==> src/rtl/serial_rx.sv <==
// Receiver for the single-wire, one-bit-per-clock serial link: start bit, 8*L data bits LSB first, stop bit.
// Received bytes are parked in a holding buffer and drained oldest-first over a valid/get handshake.
module serial_rx #(
  parameter int MAX_BYTES = 6
) (
  input  logic       clk,
  input  logic       rst,
  input  logic       rx,
  input  logic [2:0] len,
  output logic [7:0] data,
  output logic       valid,
  input  logic       get,
  output logic       busy,
  output logic       frame_err,
  output logic       overrun
);

  localparam int SW = 8 * MAX_BYTES;
  localparam int CNT_W = $clog2(SW + 1);
  localparam logic [2:0] MAX_L = 3'(MAX_BYTES);

  typedef enum logic [1:0] {HUNT, IDLE, DATA, STOP} state_t;

  state_t           r_state;
  logic [2:0]       r_len;
  logic [CNT_W-1:0] r_cnt;
  logic [SW-1:0]    r_shift;
  logic [SW-1:0]    r_hold;
  logic [2:0]       r_rem;
  logic [7:0]       r_data;
  logic             r_valid;
  logic             r_busy;
  logic             r_ferr;
  logic             r_ovr;

  logic [2:0]       w_len_c;
  logic [CNT_W-1:0] w_shamt;
  logic [SW-1:0]    w_aligned;
  logic             w_take;
  logic             w_empty;

  assign w_len_c   = (len > MAX_L) ? MAX_L : len;
  // A short frame occupies only the top 8*L bits of the right-shifting register.
  assign w_shamt   = CNT_W'(SW) - CNT_W'({r_len, 3'b000});
  assign w_aligned = r_shift >> w_shamt;
  assign w_take    = r_valid && get;
  assign w_empty   = !r_valid || (w_take && (r_rem == 3'd0));

  always_ff @(posedge clk) begin
    if (rst) begin
      r_state <= HUNT;
      r_len   <= 3'd0;
      r_cnt   <= '0;
      r_shift <= '0;
      r_hold  <= '0;
      r_rem   <= 3'd0;
      r_data  <= 8'd0;
      r_valid <= 1'b0;
      r_busy  <= 1'b0;
      r_ferr  <= 1'b0;
      r_ovr   <= 1'b0;
    end else begin
      r_ferr <= 1'b0;
      r_ovr  <= 1'b0;

      if (w_take) begin
        if (r_rem != 3'd0) begin
          r_data <= r_hold[7:0];
          r_hold <= r_hold >> 8;
          r_rem  <= r_rem - 3'd1;
        end else begin
          r_valid <= 1'b0;
        end
      end

      case (r_state)
        HUNT: begin
          if (rx) r_state <= IDLE;
        end
        IDLE: begin
          if (!rx) begin
            r_len   <= w_len_c;
            r_cnt   <= CNT_W'({w_len_c, 3'b000});
            r_busy  <= 1'b1;
            r_state <= (w_len_c == 3'd0) ? STOP : DATA;
          end
        end
        DATA: begin
          r_shift <= {rx, r_shift[SW-1:1]};
          r_cnt   <= r_cnt - CNT_W'(1);
          if (r_cnt == CNT_W'(1)) r_state <= STOP;
        end
        STOP: begin
          r_busy <= 1'b0;
          if (rx) begin
            r_state <= IDLE;
            // A load here overrides the drain above; the held bytes are all consumed or absent.
            if (r_len != 3'd0) begin
              if (w_empty) begin
                r_data  <= w_aligned[7:0];
                r_hold  <= w_aligned >> 8;
                r_rem   <= r_len - 3'd1;
                r_valid <= 1'b1;
              end else begin
                r_ovr <= 1'b1;
              end
            end
          end else begin
            r_ferr  <= 1'b1;
            r_state <= HUNT;
          end
        end
        default: r_state <= HUNT;
      endcase
    end
  end

  assign data      = r_data;
  assign valid     = r_valid;
  assign busy      = r_busy;
  assign frame_err = r_ferr;
  assign overrun   = r_ovr;

endmodule

==> config.mk <==
export PLATFORM = sky130hd
export DESIGN_NAME = serial_rx
export DESIGN_NICKNAME = d
export VERILOG_FILES = /design/src/rtl/serial_rx.sv
export SDC_FILE = /design/constraint.sdc
export NUM_CORES = 1
export LEC_CHECK = 0
export CAP_MARGIN = 20
export CORE_MARGIN = 2
export CORE_UTILIZATION = 48
export DETAILED_ROUTE_END_ITERATION = 6
export DONT_BUFFER_PORTS = 1
export GPL_ROUTABILITY_DRIVEN = 0
export PLACE_DENSITY_LB_ADDON = 0.05
export SLEW_MARGIN = 20
export SYNTH_ARGS = -nofsm -noshare
export SYNTH_HDL_FRONTEND = slang
export SYNTH_SLANG_ARGS = --single-unit
==> constraint.sdc <==
create_clock -name clk -period 2.6 [get_ports clk]
set_input_delay 0.52 -clock clk [delete_from_list [all_inputs] [get_ports clk]]
set_output_delay 0.52 -clock clk [all_outputs]
set_load 0.005 [all_outputs]
== Word-level counts from Yosys, hierarchy flattened ==
Cells that the tools add are included.

* Output and inout port bits: 12
* Bits in registers: 122
* Input bits: 7
* Latch bits: 0
* Memories: 0
* Bits in writable memories: 0
* Logic and storage cells: 81
* Memory bits (read-only): 0

* Shifts and indexed selects: 1
* Add/subtract/negate cells: 4
* Div/mod/pow operators: 0
* Multipliers: 0
* Mux-type cells: 37
* $lt $le $gt $ge: 1
* Reductions and logical operators: 17
* Bitwise operators: 3
* Equality and inequality tests: 7

{| class="wikitable"
|+ Operators with widths
! operator !! count
|-
| $mux 48 || 6
|-
| $mux 8 || 6
|-
| $shr 48x6->48 || 1
|-
| $mux 3 || 7
|-
| $pmux 6 s2 || 1
|-
| $mux 1 || 11
|-
| $pmux 2 s4 || 1
|-
| $eq 6x1->1 const B || 1
|-
| $logic_not 3->1 || 2
|-
| $mux 2 || 3
|-
| $mux 6 || 1
|-
| $ne 2x2->1 const B || 3
|-
| $reduce_and 2->1 || 3
|-
| $reduce_bool 3->1 || 2
|-
| $sub 3x1->3 const B || 2
|-
| $sub 6x1->6 const B || 1
|-
| $sub 6x6->6 const A || 1
|-
| $eq 2x2->1 const B || 2
|-
| $reduce_bool 2->1 || 2
|-
| $reduce_or 4->1 || 1
|-
| $gt 3x3->1 const B || 1
|-
| $not 1->1 || 3
|-
| $reduce_and 3->1 || 1
|-
| $eq 2x1->1 const B || 1
|-
| other kinds (6) || 7
|}

== Depth between registers and ports, before layout ==
* Depth in word-level cells: 7
* Mapped depth: 12
* Gate-level depth less buffers: 6

== Worst setup path after synthesis ==
OpenSTA, ideal clock, no wires.

* Path kind: reg-to-reg
* From: register r_len[0]
* To: register r_hold[13]
* Cell stages (with the launch flop): 13
* Path slack: -30 ps
* Required time: 2511 ps
* Setup time: 89 ps
* Arrival: 2541 ps
* Buffers on the path: 7
* Period minus slack after synthesis: 2630 ps
* Cell sequence: dfxtp_1 buf_6 buf_12 buf_12 clkbuf_1 inv_1 ha_1 buf_2 buf_2 buf_2 mux2i_1 a21oi_1 a311oi_2

* Word-level cells in the longest chain between the ends: 6
* Elaborated cells between the ends (all ways): 7
* Classes of those cells: 1 x add/sub; 1 x shift; 4 x mux; 1 x reduce/logical

{| class="wikitable"
|+ Ends and longest elaborated chain
! what !! RTL line !! RTL
|-
| start, declared || 25 || <nowiki>logic [2:0] r_len;</nowiki>
|-
| start signal, assigned || 82 || <nowiki>r_len <= w_len_c;</nowiki>
|-
| $sub 6x6->6 || 44 || <nowiki>assign w_shamt = CNT_W'(SW) - CNT_W'({r_len, 3'b000});</nowiki>
|-
| $shr 48x6->48 || 45 || <nowiki>assign w_aligned = r_shift >> w_shamt;</nowiki>
|-
| $mux 48 || 99 || <nowiki>if (w_empty) begin</nowiki>
|-
| $mux 48 (*) || 98 || <nowiki>if (r_len != 3'd0) begin</nowiki>
|-
| $mux 48 (*) || 95 || <nowiki>if (rx) begin</nowiki>
|-
| $mux 48 (*) || 76 || <nowiki>case (r_state)</nowiki>
|-
| end signal, assigned || 69 || <nowiki>r_hold <= r_hold >> 8;</nowiki>
|-
| end signal, assigned || 101 || <nowiki>r_hold <= w_aligned >> 8;</nowiki>
|-
| end, declared || 28 || <nowiki>logic [SW-1:0] r_hold;</nowiki>
|}

Every way passes the cells marked *; elsewhere a longest branch is shown, timed or not.
A chain may end at the register's enable or synchronous reset.

== Final worst setup path ==
* From: register r_rem[0]
* To: register r_hold[31]

* Word-level cells in the longest chain between the ends: 7
* Elaborated cells between the ends (all ways): 10
* Classes of those cells: 6 x mux; 4 x reduce/logical

{| class="wikitable"
|+ Ends and longest elaborated chain
! what !! RTL line !! RTL
|-
| start, declared || 29 || <nowiki>logic [2:0] r_rem;</nowiki>
|-
| start signal, assigned || 70 || <nowiki>r_rem <= r_rem - 3'd1;</nowiki>
|-
| start signal, assigned || 102 || <nowiki>r_rem <= r_len - 3'd1;</nowiki>
|-
| $reduce_bool 3->1 / $logic_not 3->1 (equally long branches) || 67, 47 ||
|-
| $mux 48 / $logic_and 1x1->1 (equally long branches) || 67, 47 ||
|-
| $mux 48 / $logic_or 1x1->1 (equally long branches) || 66, 47 ||
|-
| $mux 48 || 99 ||
|-
| $mux 48 || 98 ||
|-
| $mux 48 || 95 ||
|-
| $mux 48 (*) || 76 ||
|}

Marks and branches as above.

==> results.yml <==
final_layout:
  n_antenna_cell: 0
  multiInputGateArea_mm2: 0.00345
  layout_common_cells: "121 x dfxtp_1, 90 x mux2i_1, 81 x nand2_1"
  nets: 644
  final_area_mm2: 0.00684
  syn2layout_area_growth_pct: 10.1
  fin_util_pct: 54.2
  seqCellArea_mm2: 0.00244
  layout_commonest_cell: "dfxtp_1"
  fin_cells: 810
  drive_above_1_share_pct: 12.2
  nFillCells: 1151
global_route:
  grt_pass1_vias: 4703
  grt_antenna_before_repair: 0
  grt_pass1_wl_mm: 25.4
  grt_overflow: 0
  grtUsageTotal_pct: 22.9
  grt_max_degree: 109
worst_hold_path:
  worstHoldEndpoint: "r_cnt[1]"
  hold_path_depth: 1
  hp-class: "in -> reg"
  hold_start: "rst"
placed_design:
  dp_hpwl_mm: 9.87
  placed_cells: 778
  io_buffers: 0
  pre_cts_ws_ps: 537
  placed_cell_area_mm2: 0.00627
clock_network:
  holdBufCountCts: 0
  post-cts-setup-buffers: 0
  htreeDepth: 4
  tritoncts: "done"
  clock-sinks: 122
  numCtsBuffers: 17
  cts_resized: 0
  cts_root_buffer: "clkbuf_16"
  clockBufferDepth: 2
  insertion_delay_ps: 420
  path_clk_slew_ps: 60
yosys:
  yosysUniqueCellTypes: 49
  yosys_warnings: 0
  avgSynthCellArea_um2: 9.58
  synth.top_cell.area_share_pct: 39.3
  ys.flop_type: "dfxtp_1"
  netlist_instances: 648
  ys_ff_latch: 122
  ys_seq_area_share_pct: 39.3
  netlist_area_mm2: 0.00621
  yosys.area.top_type: "dfxtp_1"
  synth_edf_count: 0
  synthesis.nets: 667
  synthTopCellsByArea: "dfxtp_1 39%, mux2i_1 15%, mux4_2 5.8%"
  async_reset_ff_share_pct: 0
route:
  avgRoutedWirePerCell_um: 19.0
  first_iter_violations: 376
  viasPerCell: 5.94
  drc: 0
  routed_wl_mm: 15.4
  vias: 4810
  ant_nets: 0
  first_pass_iters: 4
timing:
  rsz0062_at_grt: "false"
  drv_slew: 0
  setup_ws_ps: 532
  setup_viol: 0
  min_period_over_period_pct: 79.5
  hold_violations: 0
  final.setup.tns_ps: 0
  timing.hold.ws_ps: 180
  worst_slew_margin_rel_pct: 54.0
  max_freq_ghz: 0.484
  clock_skew_ps: 7.91
  tightest_slew_ps: 690
  min_period_ps: 2070
floorplanning:
  die-width_um: 118
  ios: 19
  start_util_pct: 49.2
  fp.coreArea_mm2: 0.0126
  dieArea_mm2: 0.0139
  row_count: 41
  die-height_um: 118
worst_setup_path:
  crit_path_end_kind: "flip-flop"
  crit_arrival_ps: 2350
  crit_path_max_fanout: 25
  reg2reg_to: "r_hold[31]"
  required_ps: 2880
  worst-path-buf-inv: 2
  r2r-start: "r_rem[0]"
  cp_cell_sequence: "inv_1 > ha_1 > nand2b_1 > nand2_2 > buf_12 > mux2i_1 > o22ai_1"
  r2r_cells: 7
  startpoint_type: "flip-flop"
  cp_slowest_cell: "nand2_2"
  reg2reg_slack_ps: 530
  cp_top_family: "simple AND/OR/NAND/NOR gates"
  crit_type: "reg -> reg"
  critical_path.max_stage_delay_ps: 390
power_and_ir_drop:
  p_switching_mw: 1.46
  totalPowerFinal_mw: 5.30
  p_clk_share_pct: 43.3
  switching_share_pct: 27.5
  p_int_mw: 3.85
  combPwrFrac_pct: 18.7
  seqPwrFrac_pct: 38.0
  p_per_area_mw_per_mm2: 775
  irDropWorstVdd_mv: 0.665
  leakagePower_nw: 2.28
run:
  maxCapViolations: 0
outcome:
  status: "finished, final reports clean"
==> routing by layer <==
metal	up-vias	track usage, %	wire [um]
li1	2325	-	-
met1	2375	30.5	7390
met2	88	35.2	7120
met3	22	6.49	623
met4	0	8.81	267
met5	-	0	0
==> cell type report <==
class	count	share of cell area (%)
sequential	122	35.7
clock inverter	8	1.35
inverter	11	0.604
timing repair buffer	12	1.68
multi-input combinational	461	50.4
clock buffer	24	7.04
tap	172	3.15
==> worst register-to-register path, stage by stage, from the launching register on <==
cell      delay, ps
dfxtp_1         340
inv_1            70
ha_1            230
nand2b_1        300
nand2_2         400
buf_12          320
mux2i_1         180
o22ai_1         100
==> synth_stat cells, types with 4 or more instances <==
master and number:
a211oi_1 12, a221oi_1 8, inv_1 11, and2_1 4, dfxtp_1 122, a311oi_1 20, nand3_1 17, a21o_1 8
nand2b_1 5, buf_2 22, nor2b_1 5, nand2_1 81, ha_1 12, buf_6 6, and3_1 9, o22ai_1 10
nor3b_1 10, mux4_2 16, a21oi_1 33, mux2i_1 90, o2bb2ai_1 8, nor2_1 58, clkbuf_1 22, o21ai_0 12
a311oi_2 12, nor3_1 5
==> logic make-up after synthesis <==
family | after synthesis | share of synthesized area (%)
simple gates | 205 | 15.1
xor+xnor | 3 | 0.544
mux | 106 | 20.3
flops | 122 | 39.3
compound gates | 135 | 16.6
buf+inv | 65 | 5.64
fa+ha+maj | 12 | 2.42
==> registers in the layout, summed over array words and instances, names as in the netlist <==
| name | cells |
|---|---|
| r_rem | 3 |
| valid | 1 |
| frame_err | 1 |
| overrun | 1 |
| r_state | 2 |
| data | 8 |
| r_cnt | 6 |
| r_hold | 48 |
| busy | 1 |
| r_shift | 48 |
| r_len | 3 |
==> power groups by stage <==
stage / Sequential, mW / Combinational [mW] / Clock [mW]
5_1_grt: 2.03 / 1.08 / 2.41
6_report: 2.01 / 0.990 / 2.30
3_3_place_gp: 2.05 / 0.967 / 0
2_1_floorplan: 2.03 / 0.843 / 0
3_5_place_dp: 2.05 / 0.985 / 0
4_1_cts: 2.01 / 0.991 / 2.33
==> how the worst max path moves through the flow <==
stage	startpoint	to	slack, ps	depth (start not counted)
after global routing	r_rem[0]	r_hold[24]	290	7
after CTS	r_rem[0]	r_hold[31]	500	7
after floorplan	r_len[0]	r_hold[13]	100	12
after detailed placement	r_len[0]	data[6]	540	4
after global placement	r_len[0]	data[6]	570	4
final	r_rem[0]	r_hold[31]	530	7
Note: power is estimated with default switching activity, not from simulation.
